--- src/rtl/rf_spill_fill.sv ---
// rf_spill_fill: streams a wrapping RF register range out (save) or writes it back from a stream (restore)
module rf_spill_fill #(
   parameter int NREG = 32,
   parameter int DW   = 32
) (
   input  logic          clk,
   input  logic          reset,
   input  logic          cmd_valid,
   output logic          cmd_ready,
   input  logic          cmd_op,
   input  logic [4:0]    cmd_first,
   input  logic [4:0]    cmd_last,
   output logic          busy,
   output logic          done,
   output logic [4:0]    rf_r1a,
   input  logic [DW-1:0] rf_r1d,
   output logic          rf_we,
   output logic [4:0]    rf_wa,
   output logic [DW-1:0] rf_wd,
   output logic          out_valid,
   input  logic          out_ready,
   output logic [DW-1:0] out_data,
   output logic [4:0]    out_idx,
   input  logic          in_valid,
   output logic          in_ready,
   input  logic [DW-1:0] in_data
);
   localparam int RW = $clog2(NREG + 1);
   typedef enum logic [1:0] {IDLE, SAVE, RESTORE, DONE} state_t;
   state_t        state_q, state_d;
   logic [4:0]    ptr_q, ptr_d;
   logic [RW-1:0] rem_q, rem_d;
   logic          out_valid_q, out_valid_d;
   logic [DW-1:0] out_data_q, out_data_d;
   logic [4:0]    out_idx_q, out_idx_d;
   logic          rf_we_q, rf_we_d;
   logic [4:0]    rf_wa_q, rf_wa_d;
   logic [DW-1:0] rf_wd_q, rf_wd_d;
   logic [RW-1:0] count;
   logic          load, in_hs;
   assign count     = RW'(5'(cmd_last - cmd_first)) + RW'(1);
   assign cmd_ready = state_q == IDLE;
   assign busy      = state_q != IDLE;
   assign done      = state_q == DONE;
   assign rf_r1a    = state_q == SAVE ? ptr_q : 5'd0;
   assign in_ready  = state_q == RESTORE && rem_q != '0;
   assign in_hs     = in_valid && in_ready;
   assign load      = state_q == SAVE && (!out_valid_q || out_ready) && rem_q != '0;
   assign out_valid = out_valid_q;
   assign out_data  = out_data_q;
   assign out_idx   = out_idx_q;
   assign rf_we     = rf_we_q;
   assign rf_wa     = rf_wa_q;
   assign rf_wd     = rf_wd_q;
   // next state, pointer walk, output register and write-pulse generation
   always_comb begin
      state_d     = state_q;
      ptr_d       = ptr_q;
      rem_d       = rem_q;
      out_valid_d = out_valid_q;
      out_data_d  = out_data_q;
      out_idx_d   = out_idx_q;
      rf_we_d     = 1'b0;
      rf_wa_d     = rf_wa_q;
      rf_wd_d     = rf_wd_q;
      case (state_q)
         IDLE: if (cmd_valid) begin
            ptr_d   = cmd_first;
            rem_d   = count;
            state_d = cmd_op ? RESTORE : SAVE;
         end
         SAVE: if (load) begin
            out_valid_d = 1'b1;
            out_data_d  = rf_r1d;
            out_idx_d   = ptr_q;
            ptr_d       = ptr_q + 5'd1;
            rem_d       = rem_q - RW'(1);
         end else if (out_valid_q && out_ready && rem_q == '0) begin
            out_valid_d = 1'b0;
            state_d     = DONE;
         end
         RESTORE: if (in_hs) begin
            rf_we_d = ptr_q != 5'd0;
            rf_wa_d = ptr_q;
            rf_wd_d = in_data;
            ptr_d   = ptr_q + 5'd1;
            rem_d   = rem_q - RW'(1);
         end else if (rem_q == '0) begin
            state_d = DONE;
         end
         default: state_d = IDLE;
      endcase
   end
   // state and datapath registers; async reset also kills any in-flight write pulse
   always_ff @(posedge clk or negedge reset) begin
      if (!reset) begin
         state_q     <= IDLE;
         ptr_q       <= '0;
         rem_q       <= '0;
         out_valid_q <= 1'b0;
         out_data_q  <= '0;
         out_idx_q   <= '0;
         rf_we_q     <= 1'b0;
         rf_wa_q     <= '0;
         rf_wd_q     <= '0;
      end else begin
         state_q     <= state_d;
         ptr_q       <= ptr_d;
         rem_q       <= rem_d;
         out_valid_q <= out_valid_d;
         out_data_q  <= out_data_d;
         out_idx_q   <= out_idx_d;
         rf_we_q     <= rf_we_d;
         rf_wa_q     <= rf_wa_d;
         rf_wd_q     <= rf_wd_d;
      end
   end
endmodule

--- config.mk ---
export PLATFORM = sky130hd
export DESIGN_NAME = rf_spill_fill
export DESIGN_NICKNAME = d
export VERILOG_FILES = /design/src/rtl/rf_spill_fill.sv
export SDC_FILE = /design/constraint.sdc
export NUM_CORES = 1
export LEC_CHECK = 0
export CAP_MARGIN = 40
export CORE_UTILIZATION = 46
export DETAILED_ROUTE_END_ITERATION = 8
export GPL_ROUTABILITY_DRIVEN = 0
export GPL_TIMING_DRIVEN = 1
export PLACE_DENSITY = 0.85
export SLEW_MARGIN = 20
export SYNTH_ARGS = -nofsm -noshare
export SYNTH_HDL_FRONTEND = slang
export SYNTH_SLANG_ARGS = --single-unit
--- constraint.sdc ---
create_clock -name clk -period 3.35 [get_ports clk]
set_clock_uncertainty 0.2 [all_clocks]
set_input_delay 0.67 -clock clk [delete_from_list [all_inputs] [get_ports clk]]
set_output_delay 0.67 -clock clk [all_outputs]
set_load 0.01 [all_outputs]
=== Word-level counts from Yosys, hierarchy flattened ===
Index checks and enable logic that the tools add are counted.

* Add/sub/neg operators: 4
* Multiplexer cells: 20
* Reductions and logical operators: 20
* Equal/unequal tests: 10

{| class="wikitable"
|+ Operator list
! cell !! number
|-
| 5-bit 2-to-1 mux || 4
|-
| 6-bit 2-to-1 mux || 3
|-
| 6-bit case mux with 3 select lines || 1
|-
| 5-bit case mux with 3 select lines || 1
|-
| 2-bit 2-to-1 mux || 6
|-
| 2-bit inequality test, second input constant || 5
|-
| 5-bit by 1-bit adder with 6-bit output, second input constant || 1
|-
| 1-bit logical AND || 6
|-
| 6-bit logical NOT || 1
|-
| 2-bit case mux with 3 select lines || 1
|-
| 2-bit AND reduction || 3
|-
| 6-bit nonzero test || 1
|-
| 6-bit by 1-bit subtractor with 6-bit output, second input constant || 1
|-
| 5-bit by 1-bit adder with 5-bit output, second input constant || 1
|-
| 5-bit AND reduction || 1
|-
| 5-bit nonzero test || 1
|-
| 5-bit subtractor || 1
|-
| 2-bit equality test, second input constant || 2
|-
| 1-bit 2-to-1 mux || 4
|-
| 2-bit by 1-bit inequality test with 1-bit output, second input constant || 2
|-
| 4-bit AND reduction || 1
|-
| 2-bit nonzero test || 2
|-
| 3-bit nonzero test || 1
|-
| 2-bit by 1-bit equality test with 1-bit output, second input constant || 1
|-
| other kinds (3) || 3
|}

* Flip-flop bits (word level): 89
* Output and inout bits: 85

=== Logic depth before layout (Yosys ltp) ===
* Depth after elaboration: 6
* Gate-level depth with buffers: 10

=== Least setup slack after synthesis ===
Ideal clock, no wire load.

* Path type: input-to-reg
* Start point: in cmd_last[0]
* End point: reg rem_q[5]
* Path slack: 0.958 ns
* Path buffers: 0
* Data required time: 3.077 ns
* Arrival: 2.119 ns
* Stages: 10
* Library setup time: 0.073 ns
* Cells stage by stage: inv_1 ha_1 inv_1 fa_1 a21o_1 a21oi_1 xnor2_1 nor3b_1 o22ai_1 a21oi_2

* Cells in the longest elaborated chain, start to end: 4

{| class="wikitable"
|+ RTL lines
! item !! line !! source
|-
| from (decl) || 12 || <nowiki>input logic [4:0] cmd_last,</nowiki>
|-
| 5-bit subtractor || 41 || <nowiki>assign count = RW'(5'(cmd_last - cmd_first)) + RW'(1);</nowiki>
|-
| 5-bit by 1-bit adder with 6-bit output || 41 ||
|-
| 6-bit 2-to-1 mux || 67 || <nowiki>IDLE: if (cmd_valid) begin</nowiki>
|-
| 6-bit case mux with 3 select lines || 66 || <nowiki>case (state_q)</nowiki>
|-
| to (signal assigned) || 109 || <nowiki>rem_q <= rem_d;</nowiki>
|-
| to (decl) || 32 || <nowiki>logic [RW-1:0] rem_q, rem_d;</nowiki>
|}

No other way between the ends. The select of a mux whose other input is x is not followed.
A chain may end at the register's enable or synchronous reset.

=== Final worst setup path ===
* Start point: reg rem_q[0]
* End point: out in_ready

* Cells in the longest elaborated chain, start to end: 2

{| class="wikitable"
|+ RTL lines
! item !! line !! source
|-
| 6-bit nonzero test || 46 || <nowiki>assign in_ready = state_q == RESTORE && rem_q != '0;</nowiki>
|-
| 1-bit logical AND || 46 ||
|-
| to (decl) || 25 || <nowiki>output logic in_ready,</nowiki>
|}

No other way between the ends.

==> metrics.txt <==
setup bufs post-CTS=0; hpwl dp=6.93 mm; post-route minimum period=3010 ps; top_reg_cell synth=dfrtp_1; r2r setup slk=820 ps; post-synthesis adder-cell area fraction=0.0456; most common cell in the netlist=dfrtp_1; PortBufs=164; LEAKAGE=2.50 nW; most frequent cells after synthesis=89 x dfrtp_1, 43 x mux2_1, 29 x mux2_2; Rows=33; clock sink total=89; Synth Instances=308; sequential share of power=0.356; Critical Path AT=2140 ps; final total power=5.56 mW; Synth top area share=0.556; Final TNS setup=0 ps; switching power=1.96 mW; total gr overflow=0; CP endpoint=in_ready; largest net degree at the start of global routing=48; reg2reg start=rem_q[0]; CTS tree=yes; RSZ-0062 raised after global routing=no; Hold Vio Cnt, Final=0; worst vdd ir=about 0.0004 V; synthesized area=0.00401 mm^2; CP cell instances=inv_1, ha_1, nor3b_2, nand2_1, and2_1, clkdlybuf4s50_1; R2R depth=8; Vias=2,940; largest family of logic cells by synthesized area=multiplexers; Rel. slew slack=0.561; internal power=3.59 mW; maximum clock frequency=between 300 and 400 MHz; Syn Area/Cell=13.0 um^2; hold buffers post-CTS=0; Clock Power Share=0.116; Iter 0 DRT Violations=71; post-synthesis mux area share=0.207; drt via density=5.02; status=finished, final reports clean; initial antenna violation count=0; EDFF count, synth=0; Comb pwr share=0.528; Root Buffer=clkbuf_8; Seq/Total Area, Yosys=0.556; final worst path period share=0.898; CP Class=flip-flop to output port; register clock-pin slew on the reported worst setup and hold paths=approximately 90 ps; CTS Buf Count=9; htree depth=3; Worst Path Required=2480 ps; cts repair resizes=0; compound-cell area share of the yosys netlist=0.0659; worst r2r dst=rf_wd[26]; largest cells by area after synthesis=dfrtp_1 56%, mux2_1 12%, mux2_2 8.2%; synthesized flop and latch total=~90; io pins=165; critical path endpoint category=output port; drt pass-1 iters=4; Max clock buf depth=2; die height=95.3 um; PwrDens=943 mW/mm^2; first-pass GRT wire length=14.3 mm; actual transition at the worst max-transition pin=659 ps; Slew Limit Fails=0; syn_nets=402; Inserted Diodes=0; Max stage delay on crit path=490 ps; Die X=95.3 um; Syn. warnings=0; Die ar.=about 0.009 mm^2; clk_lat worst skew=about 350 ps; Synth Area in XOR/XNOR=0.0153; DRC=0; vias in the first global route=2,977; sw frac=0.354; max_cap viols=0; share of post-route cells with drive strength above 1=0.123; simple-gate area share of the yosys netlist=0.0681; Core Area=0.00834 mm^2; async set or reset register ratio after synthesis=1.00; Critical-path top delay cell=clkdlybuf4s50_1; total track usage=0.207; # nets final=570; area grow syn2layout=47.1%; critical path startpoint=rem_q[0]; Yosys cell types=38; post-synth top area cell=dfrtp_1; routed length per instance=15.3 um; routed wire length=8.98 mm; Detail Route Antenna Nets=0; final setup fails=0; Crit Path Max Fanout=4; initial core utilization=0.480; hold crit path type=primary input to asynchronous set/reset pin; Startpoint Class=flip-flop
[layout by cell type (no fill, tap or decap), types with 4 or more instances in the layout]
| cell | n |
|---|---|
| mux2_1 | 43 |
| dfrtp_1 | 89 |
| o22ai_1 | 6 |
| a21oi_2 | 6 |
| ha_1 | 13 |
| o21ai_0 | 12 |
| inv_1 | 15 |
| nand3_1 | 8 |
| o21ai_1 | 6 |
| nand2_1 | 11 |
| clkdlybuf4s50_1 | 163 |
| nor2b_1 | 4 |
| xor2_1 | 4 |
| mux2_2 | 29 |
| buf_4 | 7 |
| and2_1 | 6 |
| clkbuf_8 | 9 |
| a21oi_1 | 7 |
| nor2_1 | 11 |
[worst min path at each step]
stage | endpoint | slack (ps) | from
finish | rf_wd[12] | 110 | reset
global route | rf_wd[12] | 140 | reset
CTS | rf_wd[13] | 120 | reset
detailed placement | out_idx[1] | 280 | out_idx[1]
global placement | out_idx[1] | 270 | out_idx[1]
floorplan | out_data[0] | 170 | reset
[metal layers]
metal / vias up / track usage / part of all wire
met4: 0 / 0.0556 / 0.0082
met3: 8 / 0.0510 / 0.071
li1: 1403 / - / -
met5: - / 0 / 0
met1: 1441 / 0.246 / 0.40
met2: 88 / 0.371 / 0.52
[cell type report]
| type | instances | area (um^2) |
|---|---|---|
| Inverter | 15 | 56.3 |
| Multi-Input combinational cell | 190 | 1610 |
| Timing Repair Buffer | 171 | 1700 |
| Fill cell | 610 | 2450 |
| Clock buffer | 12 | 135 |
| Clock inverter | 4 | 28.8 |
| Sequential cell | 89 | 2230 |
| Tap cell | 105 | 131 |
[logic make-up after synthesis]
family	after synthesis
AND/OR/NAND/NOR	52
AO/OA/AOI/OAI	43
XOR/XNOR	7
flip-flops	89
buffers and inverters	29
multiplexers	74
adder cells (fa/ha/maj)	14
[power groups by stage]
stage | logic (mW) | clock network (mW) | registers (mW)
2_1_floorplan | 1.38 | 0 | 2.17
3_3_place_gp | 2.89 | 0 | 1.96
3_5_place_dp | 2.97 | 0 | 2.01
4_1_cts | 2.98 | 0.664 | 1.98
5_1_grt | 3.19 | 0.710 | 2.05
6_report | 2.94 | 0.645 | 1.98
[critical path, delay by kind of cell (launching register included)]
kind	cells	cell delay (ps)
DFF	1	410
and+or+nand+nor	3	600
buffers and inverters	2	610
adders and majority gates	1	170
[through the flow]
stage               cells  instance area, um^2  hold slack (ps)  utilization  worst slack, ps
floorplan             308                 4010              174            -              958
global placement      570                 5730              266        0.687              410
detailed placement    570                 5730              278        0.687              356
CTS                   586                 5890              122        0.707              314
global route          586                 5890              140        0.707              165
finish                586                 5890              106        0.707              340
[sequential cells by signal (all words and copies together), names as in the netlist]
name / cells
out_data: 32
rf_wa: 5
rem_q: 6
state_q: 2
ptr_q: 5
out_idx: 5
out_valid: 1
rf_we: 1
rf_wd: 32
No activity file was read; power rests on OpenSTA's default activity.
